--- src/rtl/enc_pkg.sv ---
// Shared types and helpers for the encoder8to3_queue request encoder.
package enc_pkg;

    localparam int INPUTS_DEFAULT = 8;

    typedef enum logic [0:0] {
        IDLE = 1'b0,
        HOLD = 1'b1
    } enc_state_t;

    // Clearing the lowest set bit leaves a nonzero value only if two or more bits were set.
    function automatic logic more_than_one(input logic [15:0] vec);
        return ((vec & (vec - 16'd1)) != 16'd0);
    endfunction

endpackage

--- src/rtl/prio_pick.sv ---
// Combinational request picker: fixed highest-index priority, or a round-robin
// search upward from a start pointer with wrap-around.
module prio_pick #(
    parameter int   INPUTS      = 8,
    parameter int   IDX_W       = $clog2(INPUTS),
    parameter logic ROUND_ROBIN = 1'b0
) (
    input  logic [INPUTS-1:0] vec_i,
    input  logic [IDX_W-1:0]  start_i,
    output logic [IDX_W-1:0]  idx_o,
    output logic              found_o
);

    logic [IDX_W-1:0] pick_s;
    logic [IDX_W-1:0] pos_s;

    assign found_o = |vec_i;
    assign idx_o   = pick_s;

    generate
        if (ROUND_ROBIN) begin : g_rr
            // Scan from farthest to nearest so the first set bit at or above start_i wins.
            always_comb begin
                pick_s = {IDX_W{1'b0}};
                pos_s  = {IDX_W{1'b0}};
                for (int k = INPUTS - 1; k >= 0; k--) begin
                    pos_s  = start_i + IDX_W'(k);
                    pick_s = vec_i[pos_s] ? pos_s : pick_s;
                end
            end
        end else begin : g_fixed
            // Ascending scan: the highest set index is the last one to be taken.
            always_comb begin
                pick_s = {IDX_W{1'b0}};
                pos_s  = start_i;
                for (int i = 0; i < INPUTS; i++) begin
                    pick_s = vec_i[i] ? IDX_W'(i) : pick_s;
                end
            end
        end
    endgenerate

endmodule

--- src/rtl/encoder8to3_queue.sv ---
// Registered priority encoder with sticky request capture and a valid/ready output.
// Define ENC_ROUND_ROBIN_EN for a round-robin pick; otherwise highest index wins.
module encoder8to3_queue
    import enc_pkg::*;
#(
    parameter int INPUTS = INPUTS_DEFAULT,
    parameter int IDX_W  = $clog2(INPUTS)
) (
    input  logic              clk,
    input  logic              rst,
    input  logic [INPUTS-1:0] req,
    output logic [IDX_W-1:0]  idx,
    output logic              valid,
    input  logic              ready,
    output logic              multi,
    output logic [INPUTS-1:0] pending
);

    enc_state_t        state_q, state_d;
    logic [INPUTS-1:0] pending_q, pending_d;
    logic [INPUTS-1:0] clr_s;
    logic [IDX_W-1:0]  idx_q, idx_d;
    logic              valid_q, valid_d;
    logic              multi_q, multi_d;
    logic [IDX_W-1:0]  pick_idx_s;
    logic              pick_found_s;
    logic [IDX_W-1:0]  start_s;
    logic              load_s;
    logic              handshake_s;
    logic [15:0]       pend_ext_s;

`ifdef ENC_ROUND_ROBIN_EN
    localparam logic RR_SEL = 1'b1;
    logic [IDX_W-1:0] ptr_q, ptr_d;
    assign start_s = ptr_q;
`else
    localparam logic RR_SEL = 1'b0;
    assign start_s = {IDX_W{1'b0}};
`endif

    prio_pick #(
        .INPUTS      (INPUTS),
        .IDX_W       (IDX_W),
        .ROUND_ROBIN (RR_SEL)
    ) u_pick (
        .vec_i   (pending_q),
        .start_i (start_s),
        .idx_o   (pick_idx_s),
        .found_o (pick_found_s)
    );

    // Next-state, load decision and pending-bit bookkeeping.
    always_comb begin
        state_d     = state_q;
        idx_d       = idx_q;
        multi_d     = multi_q;
        load_s      = 1'b0;
        handshake_s = valid_q & ready;
        pend_ext_s  = 16'd0;
        pend_ext_s[INPUTS-1:0] = pending_q;

        case (state_q)
            IDLE: begin
                if (pick_found_s) begin
                    load_s  = 1'b1;
                    state_d = HOLD;
                end else begin
                    state_d = IDLE;
                end
            end
            HOLD: begin
                if (handshake_s) begin
                    if (pick_found_s) begin
                        load_s  = 1'b1;
                        state_d = HOLD;
                    end else begin
                        state_d = IDLE;
                    end
                end else begin
                    state_d = HOLD;
                end
            end
            default: begin
                state_d = IDLE;
            end
        endcase

        if (load_s) begin
            idx_d   = pick_idx_s;
            multi_d = more_than_one(pend_ext_s);
            clr_s   = {{(INPUTS-1){1'b0}}, 1'b1} << pick_idx_s;
        end else begin
            clr_s   = {INPUTS{1'b0}};
        end

        // A request arriving on its own clear edge re-sets the bit.
        pending_d = (pending_q & ~clr_s) | req;
        valid_d   = (state_d == HOLD);
    end

`ifdef ENC_ROUND_ROBIN_EN
    // Pointer sits one past the most recently loaded index.
    always_comb begin
        if (load_s) begin
            ptr_d = pick_idx_s + {{(IDX_W-1){1'b0}}, 1'b1};
        end else begin
            ptr_d = ptr_q;
        end
    end

    // Round-robin pointer register.
    always_ff @(posedge clk) begin
        if (rst) begin
            ptr_q <= {IDX_W{1'b0}};
        end else begin
            ptr_q <= ptr_d;
        end
    end
`endif

    // Output and request-capture registers.
    always_ff @(posedge clk) begin
        if (rst) begin
            state_q   <= IDLE;
            pending_q <= {INPUTS{1'b0}};
            idx_q     <= {IDX_W{1'b0}};
            valid_q   <= 1'b0;
            multi_q   <= 1'b0;
        end else begin
            state_q   <= state_d;
            pending_q <= pending_d;
            idx_q     <= idx_d;
            valid_q   <= valid_d;
            multi_q   <= multi_d;
        end
    end

    assign idx     = idx_q;
    assign valid   = valid_q;
    assign multi   = multi_q;
    assign pending = pending_q;

endmodule
--- config.mk ---
export PLATFORM = sky130hd
export DESIGN_NAME = encoder8to3_queue
export DESIGN_NICKNAME = d
export VERILOG_FILES = /design/src/rtl/enc_pkg.sv /design/src/rtl/prio_pick.sv /design/src/rtl/encoder8to3_queue.sv
export SDC_FILE = /design/constraint.sdc
export NUM_CORES = 1
export LEC_CHECK = 0
export ABC_AREA = 1
export CELL_PAD_IN_SITES_DETAIL_PLACEMENT = 1
export CELL_PAD_IN_SITES_GLOBAL_PLACEMENT = 2
export CORE_AREA = 3 3 59 61
export DETAILED_ROUTE_END_ITERATION = 10
export DIE_AREA = 0 0 62 64
export PLACE_DENSITY = 0.85
export SETUP_SLACK_MARGIN = 0.4
export SYNTH_ARGS = -nofsm -noshare
export SYNTH_HDL_FRONTEND = slang
export SYNTH_SLANG_ARGS = --single-unit
export TNS_END_PERCENT = 5
--- constraint.sdc ---
create_clock -name clk -period 1.3 [get_ports clk]
set_input_delay 0.325 -clock clk [delete_from_list [all_inputs] [get_ports clk]]
set_output_delay 0.325 -clock clk [all_outputs]
set_load 0.05 [all_outputs]
### Word level (Yosys, flattened, before mapping)

Cells that the tools add are included.

* flip-flop bits (word level): 13
* input bits: 11
* output and inout port bits: 13
* word-level logic and storage cells: 27

* $add $sub $neg: 1
* shift operators: 1
* mux-type cells: 13
* bitwise gates (word level): 6
* reduce and logical (&&, ||, !) cells: 2

Operator list (number)
* $mux W3: 6
* $and A8 B16 Y16: 1
* $reduce_bool A16 Y1: 1
* $sub A8 B1 Y9 const B: 1
* $and A8 B8 Y8: 1
* $mux W8: 1
* $not A8 Y8: 1
* $or A8 B8 Y8: 1
* $reduce_or A8 Y1: 1
* $shl A1 B3 Y8 const A: 1
* $mux W1: 4
* $pmux W1 S2: 2
* $and A1 B1 Y1: 1
* $not A1 Y1: 1

### Longest topological paths before layout

Gate-level depths: netlist (run 1).

* word-level depth: 12
* depth in mapped cells: 10
* gate-level depth less buffers: 10

### Modules after synthesis

Synthesis (run 1) repeated with hierarchy kept, for this count alone.

* cell total of the unflattened synthesis: 113
* area total of the unflattened synthesis: 711.9 µm²

Modules (own cells, without submodules)
* encoder8to3_queue: instances 1, cells an instance 93, area an instance 634.4 µm², sequential area each 260.2 µm²
* prio_pick: instances 1, cells an instance 20, area an instance 77.6 µm², sequential area each 0.0 µm²

### Worst setup path after synthesis (run 1)

Ideal clock, no wire load.

* path kind: register to register
* from: register pending_q[2] (netlist: pending[2])
* to: register pending_q[4] (netlist: pending[4])
* data arrival time: 1.361 ns
* required time: 1.170 ns
* path slack: -0.191 ns
* cell stages (with the launch flop): 10
* buffers on the path: 0
* clock period less this slack: 1.491 ns
* path through: dfxtp_1 > inv_1 > nand2_1 > nand2_1 > nand2_1 > nand2_2 > nor2_2 > nand3_1 > a21oi_1 > nor2_1

* word-level cells in the longest chain between the ends: 11
* elaborated cells between the ends (all ways): 15
* classes of those cells: shift (1); mux (10); bitwise (3); reduce/logical (1)

Ends and longest elaborated chain
* start: declaration: RTL line encoder8to3_queue.sv:20 `logic [INPUTS-1:0] pending_q, pending_d;`
* start signal: assignment: RTL line encoder8to3_queue.sv:125 `pending_q <= {INPUTS{1'b0}};`
* start signal: assignment: RTL line encoder8to3_queue.sv:131 `pending_q <= pending_d;`
* $mux W3 (6 in series): RTL line prio_pick.sv:37 `pick_s = vec_i[i] ? IDX_W'(i) : pick_s;`
* $shl A1 B3 Y8: RTL line encoder8to3_queue.sv:91 `clr_s = {{(INPUTS-1){1'b0}}, 1'b1} << pick_idx_s;`
* $mux W8 *: RTL line encoder8to3_queue.sv:88 `if (load_s) begin`
* $not A8 Y8 *: RTL line encoder8to3_queue.sv:97 `pending_d = (pending_q & ~clr_s) | req;`
* $and A8 B8 Y8 *: RTL line encoder8to3_queue.sv:97
* $or A8 B8 Y8 *: RTL line encoder8to3_queue.sv:97

Mark *: on every way between the ends. The rest lies on a longest branch, timed or not.
A chain may end at the register's enable or synchronous reset.

### Worst setup path after layout (run 1)

* from: register pending_q[2] (netlist: pending[2])
* to: output pending[2]

RTL lines
* end: declaration: RTL line encoder8to3_queue.sv:16 `output logic [INPUTS-1:0] pending`

No word-level cell between the ends.

==> results.yml, run 1 <==
status:
  status: "finished clean"
global_route:
  grt_max_degree: 9
  grt_pass1_vias: 751
  grtUsageTotal_pct: 11.7
  grt-ovfl-total: 0
  antenna_found_initial: 0
  grt_pass1_wl_mm: 3.44
sta:
  max_slew_margin_pct: 81.5
  finalSetupViolCount: 0
  max_freq_mhz: 790
  min_period_over_period_pct: 97.3
  finalHoldViolations: 0
  slew_viol_final: 0
  worstMarginPinSlew_ns: 0.274
  setup_ws_ns: 0.0345
  fin_skew_ns: 0.00745
  rsz0062_at_grt: "true"
  fin_crit_ns: 1.27
  finalSetupTns_ns: 0
worst_setup_path:
  required_ns: 0.98
  critical-path-top-delay-family: "flip-flops"
  path_depth: 2
  endpoint_kind: "output port"
  slowest_stage: "dfxtp_4"
  slowest_delay_ns: 0.37
  crit_chain: "buf_4 > buf_12"
  worstPathArrival_ns: 0.94
  path_buf_inv: 2
  cp-start-kind: "flop"
  worst_r2r_path_depth: 6
  crit_fanout: 5
  critPathKind: "reg2out"
floorplan:
  rows: 20
  die-width_um: 62
  dieArea_sq_um: 3970
  die_height_um: 64
  core_area_sq_um: 3030
  ios: 24
  start_util_pct: 21.9
cells_and_area:
  n_antenna_cell: 0
  nNetsFinal: 138
  area_delta_synth_final_pct: 90.2
  fillers: 354
  layout-drive-gt1-share_pct: 51.6
synthesis:
  avgSynthCellArea_sq_um: 7.30
  synth_seq_cells: 13
  netlist_instances: 91
  synthDistinctLibCells: 24
  synth_top_area_share_pct: 39.2
  yosysSeqAreaShare_pct: 39.2
  synth_nets: 102
  synth.yosys.warnings: 0
  syn_area_sq_um: 664
  synth.area.top_cells: "dfxtp_1, nor2_1, nand2_1"
  yosys.area.top_type: "dfxtp_1"
clocking:
  cts_tree: "built"
  numCtsBuffers: 3
  cts_max_path_buffers: 2
  clk_latency_ns: 0.29
  clock_sinks: 13
  cts_hold_buf: 0
  cts-root-buf: "clkbuf_4"
  clk_pin_slew_ns: 0.09
  cts-htree-levels: 1
routing:
  drtPass1Iterations: 2
  drt_iter0_drc: 9
  drc: 0
  wl_per_cell_um: 12.6
  drt_wl_total_mm: 2.14
  dr_total_vias: 722
  avgViaCountPerCell: 4.25
  detail-route-antenna-nets: 0
flow_run:
  drv_cap: 0
power:
  p_sw_w: 0.000478
  leakagePower_nw: 0.530
  comb_power_share_pct: 40.4
  p_seq_share_pct: 38.2
  p_int_w: 0.000796
  vdd_ir_drop_max_v: 0.000328
  clockPowerShare_pct: 21.3
  p_sw_share_pct: 37.5
  p_per_area_nw_per_um2: 1010
place:
  place_ws_ns: -0.448
  post-dp-hpwl_mm: 1.57
  port_buffers: 23
  gp_congestion: 0.823
min_path:
  hold_path.class: "reg2reg"
  min_path_cells: 2
-- state kept, by name (all words and copies together), names as in the netlist --
name and count:
pending 8, idx 3, multi 1, valid 1
-- metal layers --
metal,vias up,routed length [um],global-route usage [%]
li1,367,-,-
met4,0,29,3.45
met5,-,0,0
met3,4,143,4.85
met1,328,800,13.2
met2,23,1170,19.6
-- per-stage QoR --
step / instance area [sq um] / util (%) / hold WS (ns) / std cells / total power, W
floorplan: 691 / - / 0.441 / 91 / 0.000728
global placement: 1120 / 37.0 / 0.505 / 160 / 0.000949
detailed placement: 1120 / 37.0 / 0.508 / 160 / 0.000960
CTS: 1200 / 39.6 / 0.518 / 166 / 0.00126
global route: 1260 / 41.7 / 0.540 / 170 / 0.00135
finish: 1260 / 41.7 / 0.509 / 170 / 0.00127
-- cell usage after synthesis (all sizes together) --
cell type,count
nand4,1
a21oi,9
dfxtp,13
buf,1
a211oi,1
nor2,18
o21ai,9
nand3,6
inv,13
a31oi,1
o21a,1
nand3b,1
clkbuf,1
or2,1
nand2,15
-- worst min-delay path, stage by stage, from the launching register on --
cell	delay (ns)
dfxtp_2	0.34
nand2_1	0.09
a21oi_2	0.05
-- power groups by stage --
stage / Sequential, W / Clock (W) / Combinational (W)
2_1_floorplan: 0.000588 / 0 / 0.000140
3_3_place_gp: 0.000492 / 0 / 0.000457
3_5_place_dp: 0.000494 / 0 / 0.000466
4_1_cts: 0.000488 / 0.000285 / 0.000486
5_1_grt: 0.000494 / 0.000305 / 0.000549
6_report: 0.000487 / 0.000272 / 0.000515
-- final timing paths --
kind / slack, ns / startpoint / to
worst max-delay path: 0.03 / pending[2] / pending[2]
worst min-delay path: 0.51 / idx[2] / idx[2]
worst max register to register: 0.06 / pending[5] / idx[1]
worst min register to register: 0.51 / idx[2] / idx[2]
-- layout by cell type (no fill, tap or decap), types with 2 or more instances in the layout --
| cell | netlist | final |
|---|---|---|
| a21oi_1 | 7 | 3 |
| o21ai_0 | 5 | 4 |
| a21oi_2 | 2 | 6 |
| dfxtp_4 | 0 | 8 |
| o21ai_2 | 1 | 3 |
| clkbuf_4 | 0 | 3 |
| nor2_1 | 16 | 12 |
| buf_4 | 0 | 6 |
| dfxtp_2 | 0 | 3 |
| dfxtp_1 | 13 | 2 |
| nand3_1 | 3 | 3 |
| buf_12 | 0 | 13 |
| nor2_2 | 1 | 5 |
| nand3_2 | 3 | 2 |
| inv_1 | 9 | 8 |
| clkdlybuf4s50_1 | 0 | 9 |
| nand2_1 | 12 | 12 |
| inv_2 | 4 | 3 |
| nand2_2 | 3 | 3 |
| buf_6 | 1 | 4 |
-- timing repair --
action | 4_1_cts | 5_1_grt
buffers inserted | 2 | 4
gates resized for setup | 15 | 12
pin swaps | 8 | 11
setup endpoints to repair | 26 | 26
-- cell families after synthesis --
family,after synthesis,share of synthesized area [%]
compound gates,21,20.2
buf+inv,15,9.60
flops,13,39.2
simple gates,42,31.1
-- final cells by class --
| type | count | area (sq um) | area share, % |
|---|---|---|---|
| clock buffers | 4 | 26.3 | 2.08 |
| inverters | 13 | 56.3 | 4.46 |
| multi-input cells | 63 | 383 | 30.3 |
| flip-flops and latches | 13 | 294 | 23.3 |
| well taps | 44 | 55.1 | 4.36 |
| repair buffers | 33 | 449 | 35.5 |
Power figures use the tool's default switching activity.
==> inputs of run 2 (changes only) <==
--- a/config.mk
+++ b/config.mk
@@ -6,6 +6,7 @@
 export NUM_CORES = 1
 export LEC_CHECK = 0
 export ABC_AREA = 1
+export CAP_MARGIN = 20
 export CELL_PAD_IN_SITES_DETAIL_PLACEMENT = 1
 export CELL_PAD_IN_SITES_GLOBAL_PLACEMENT = 2
 export CORE_AREA = 3 3 59 61
==> results of run 2 <==
Same layout as run 1: the final DEF is identical, and so are final timing and power.
==> inputs of run 3 (changes only) <==
--- a/config.mk
+++ b/config.mk
@@ -17,4 +17,3 @@
 export SYNTH_ARGS = -nofsm -noshare
 export SYNTH_HDL_FRONTEND = slang
 export SYNTH_SLANG_ARGS = --single-unit
-export TNS_END_PERCENT = 5
==> run 3 against run 2 <==
Against the previous run: total power rose by 5.4%; worst setup slack improved by 0.052 ns; via count rose by 5.7%; worst hold slack got worse by 0.017 ns; fmax rose by 4.3%; largest power group unchanged; wire length rose by 3.6%.
==> results.yml, run 3 (synthesized netlist as in run 1, its figures left out) <==
sta:
  fin_skew_ns: 0.00627
  slew_viol_final: 0
  rsz0062_at_grt: "true"
  fin_crit_ns: 1.21
  min_period_over_period_pct: 93.4
  max_freq_mhz: 824
  worstMarginPinSlew_ns: 0.223
  max_slew_margin_pct: 85.1
  finalSetupViolCount: 0
  finalHoldViolations: 0
  finalSetupTns_ns: 0
worst_setup_path:
  critical-path-top-delay-family: "simple AND/OR/NAND/NOR gates"
  required_ns: 1.48
  path_depth: 5
  cp-start-kind: "flop"
  worstPathArrival_ns: 1.40
  crit_fanout: 5
  worst_r2r_path_depth: 5
  slowest_stage: "dfxtp_4"
  path_buf_inv: 0
  slowest_delay_ns: 0.38
  crit_chain: "o21ai_2 > nand3_4 > nand3b_1 > a21oi_2 > nor2_1"
  critPathKind: "reg2reg"
  endpoint_kind: "flop"
global_route:
  grt_pass1_vias: 769
  top_usage_layer: "met2"
  grtUsageTotal_pct: 12.2
  met3_usage_pct: 2.63
  antenna_found_initial: 0
  grt_use_met2_pct: 19.9
  grt_pass1_wl_mm: 3.62
  grt_max_degree: 8
  use_met1_pct: 15.0
  grt-ovfl-total: 0
place:
  port_buffers: 23
  post-dp-hpwl_mm: 1.56
  place_inst: 160
  gp_congestion: 0.838
power:
  p_seq_share_pct: 36.7
  comb_power_share_pct: 43.8
  leakagePower_nw: 0.594
  power.total_w: 0.00134
  p_int_w: 0.000848
  p_per_area_nw_per_um2: 962
  p_sw_share_pct: 36.8
  p_sw_w: 0.000495
  clockPowerShare_pct: 19.5
  vdd_ir_drop_max_v: 0.000286
cells_and_area:
  layout_common_cells: "buf_4, buf_12, nor2_1, clkdlybuf4s50_1, dfxtp_4"
  stdcell_count: 180
  area_delta_synth_final_pct: 110
  final_util_pct: 46.1
  nNetsFinal: 148
  layout-drive-gt1-share_pct: 64.0
  largest_reg_flops: 8
  n_antenna_cell: 0
  layout_commonest_cell: "buf_4"
routing:
  drt_wl_total_mm: 2.22
  drt_iter0_drc: 14
  drc: 0
  dr_total_vias: 763
  drtPass1Iterations: 3
  avgViaCountPerCell: 4.24
  detail-route-antenna-nets: 0
  wl_per_cell_um: 12.3
clocking:
  clock_sinks: 13
  cts-htree-levels: 1
  numCtsBuffers: 3
  cts-root-buf: "clkbuf_4"
  clk_pin_slew_ns: 0.08
  clk_latency_ns: 0.29
  cts_max_path_buffers: 2
  cts_hold_buf: 0
  cts_tree: "built"
floorplan:
  die_height_um: 64
  rows: 20
  start_util_pct: 21.9
  die-width_um: 62
  dieArea_sq_um: 3970
  core_area_sq_um: 3030
  ios: 24
status:
  status: "finished clean"
min_path:
  min_path_cells: 2
  hold_path.class: "reg2reg"
flow_run:
  drv_cap: 0
-- run 3: per-layer routing --
layer	up-vias	part of all wire, %
met4	0	1.8
met1	355	42
li1	385	-
met2	18	51
met3	5	5.2
met5	-	0
-- run 3: what timing repair did --
action	4_1_cts	5_1_grt
buffers inserted	10	6
endpoints found under the setup margin	26	26
pin swaps	10	16
resized for setup	21	17
-- run 3: path summary, 6_finish.rpt --
kind	startpoint	endpoint	slack, ns
min	idx[2]	idx[2]	0.49
min reg2reg	idx[2]	idx[2]	0.49
max reg2reg	pending[2]	pending[1]	0.09
max	pending[2]	pending[1]	0.09
-- run 3: per-stage QoR --
stage / hold WS (ns) / instance area (sq um) / setup WS [ns]
2_1_floorplan: 0.441 / 708 / 0.104
3_3_place_gp: 0.484 / 1140 / -0.303
3_5_place_dp: 0.478 / 1140 / -0.357
4_1_cts: 0.490 / 1290 / 0.0774
5_1_grt: 0.509 / 1400 / -0.0175
6_report: 0.492 / 1400 / 0.0861
-- run 3: power groups by stage --
stage               Sequential (W)  Combinational [W]  Clock, W
floorplan                 0.000591           0.000141         0
global placement          0.000495           0.000459         0
detailed placement        0.000496           0.000465         0
CTS                       0.000491           0.000532  0.000271
global route              0.000499           0.000626  0.000295
finish                    0.000493           0.000589  0.000261
-- run 3: layout make-up --
class                           instances  area [sq um]
Multi-Input combinational cell         63           420
Timing Repair Buffer                   43           532
Tap cell                               44          55.1
Inverter                               13          63.8
Clock buffer                            4          26.3
Sequential cell                        13           299
Fill cell                             347          1630
-- run 3: tightest hold or removal path, delay by kind of cell (launching register included) --
family          cells  cell delay [ns]
simple gates        1             0.07
compound gates      1             0.04
flops               1             0.35
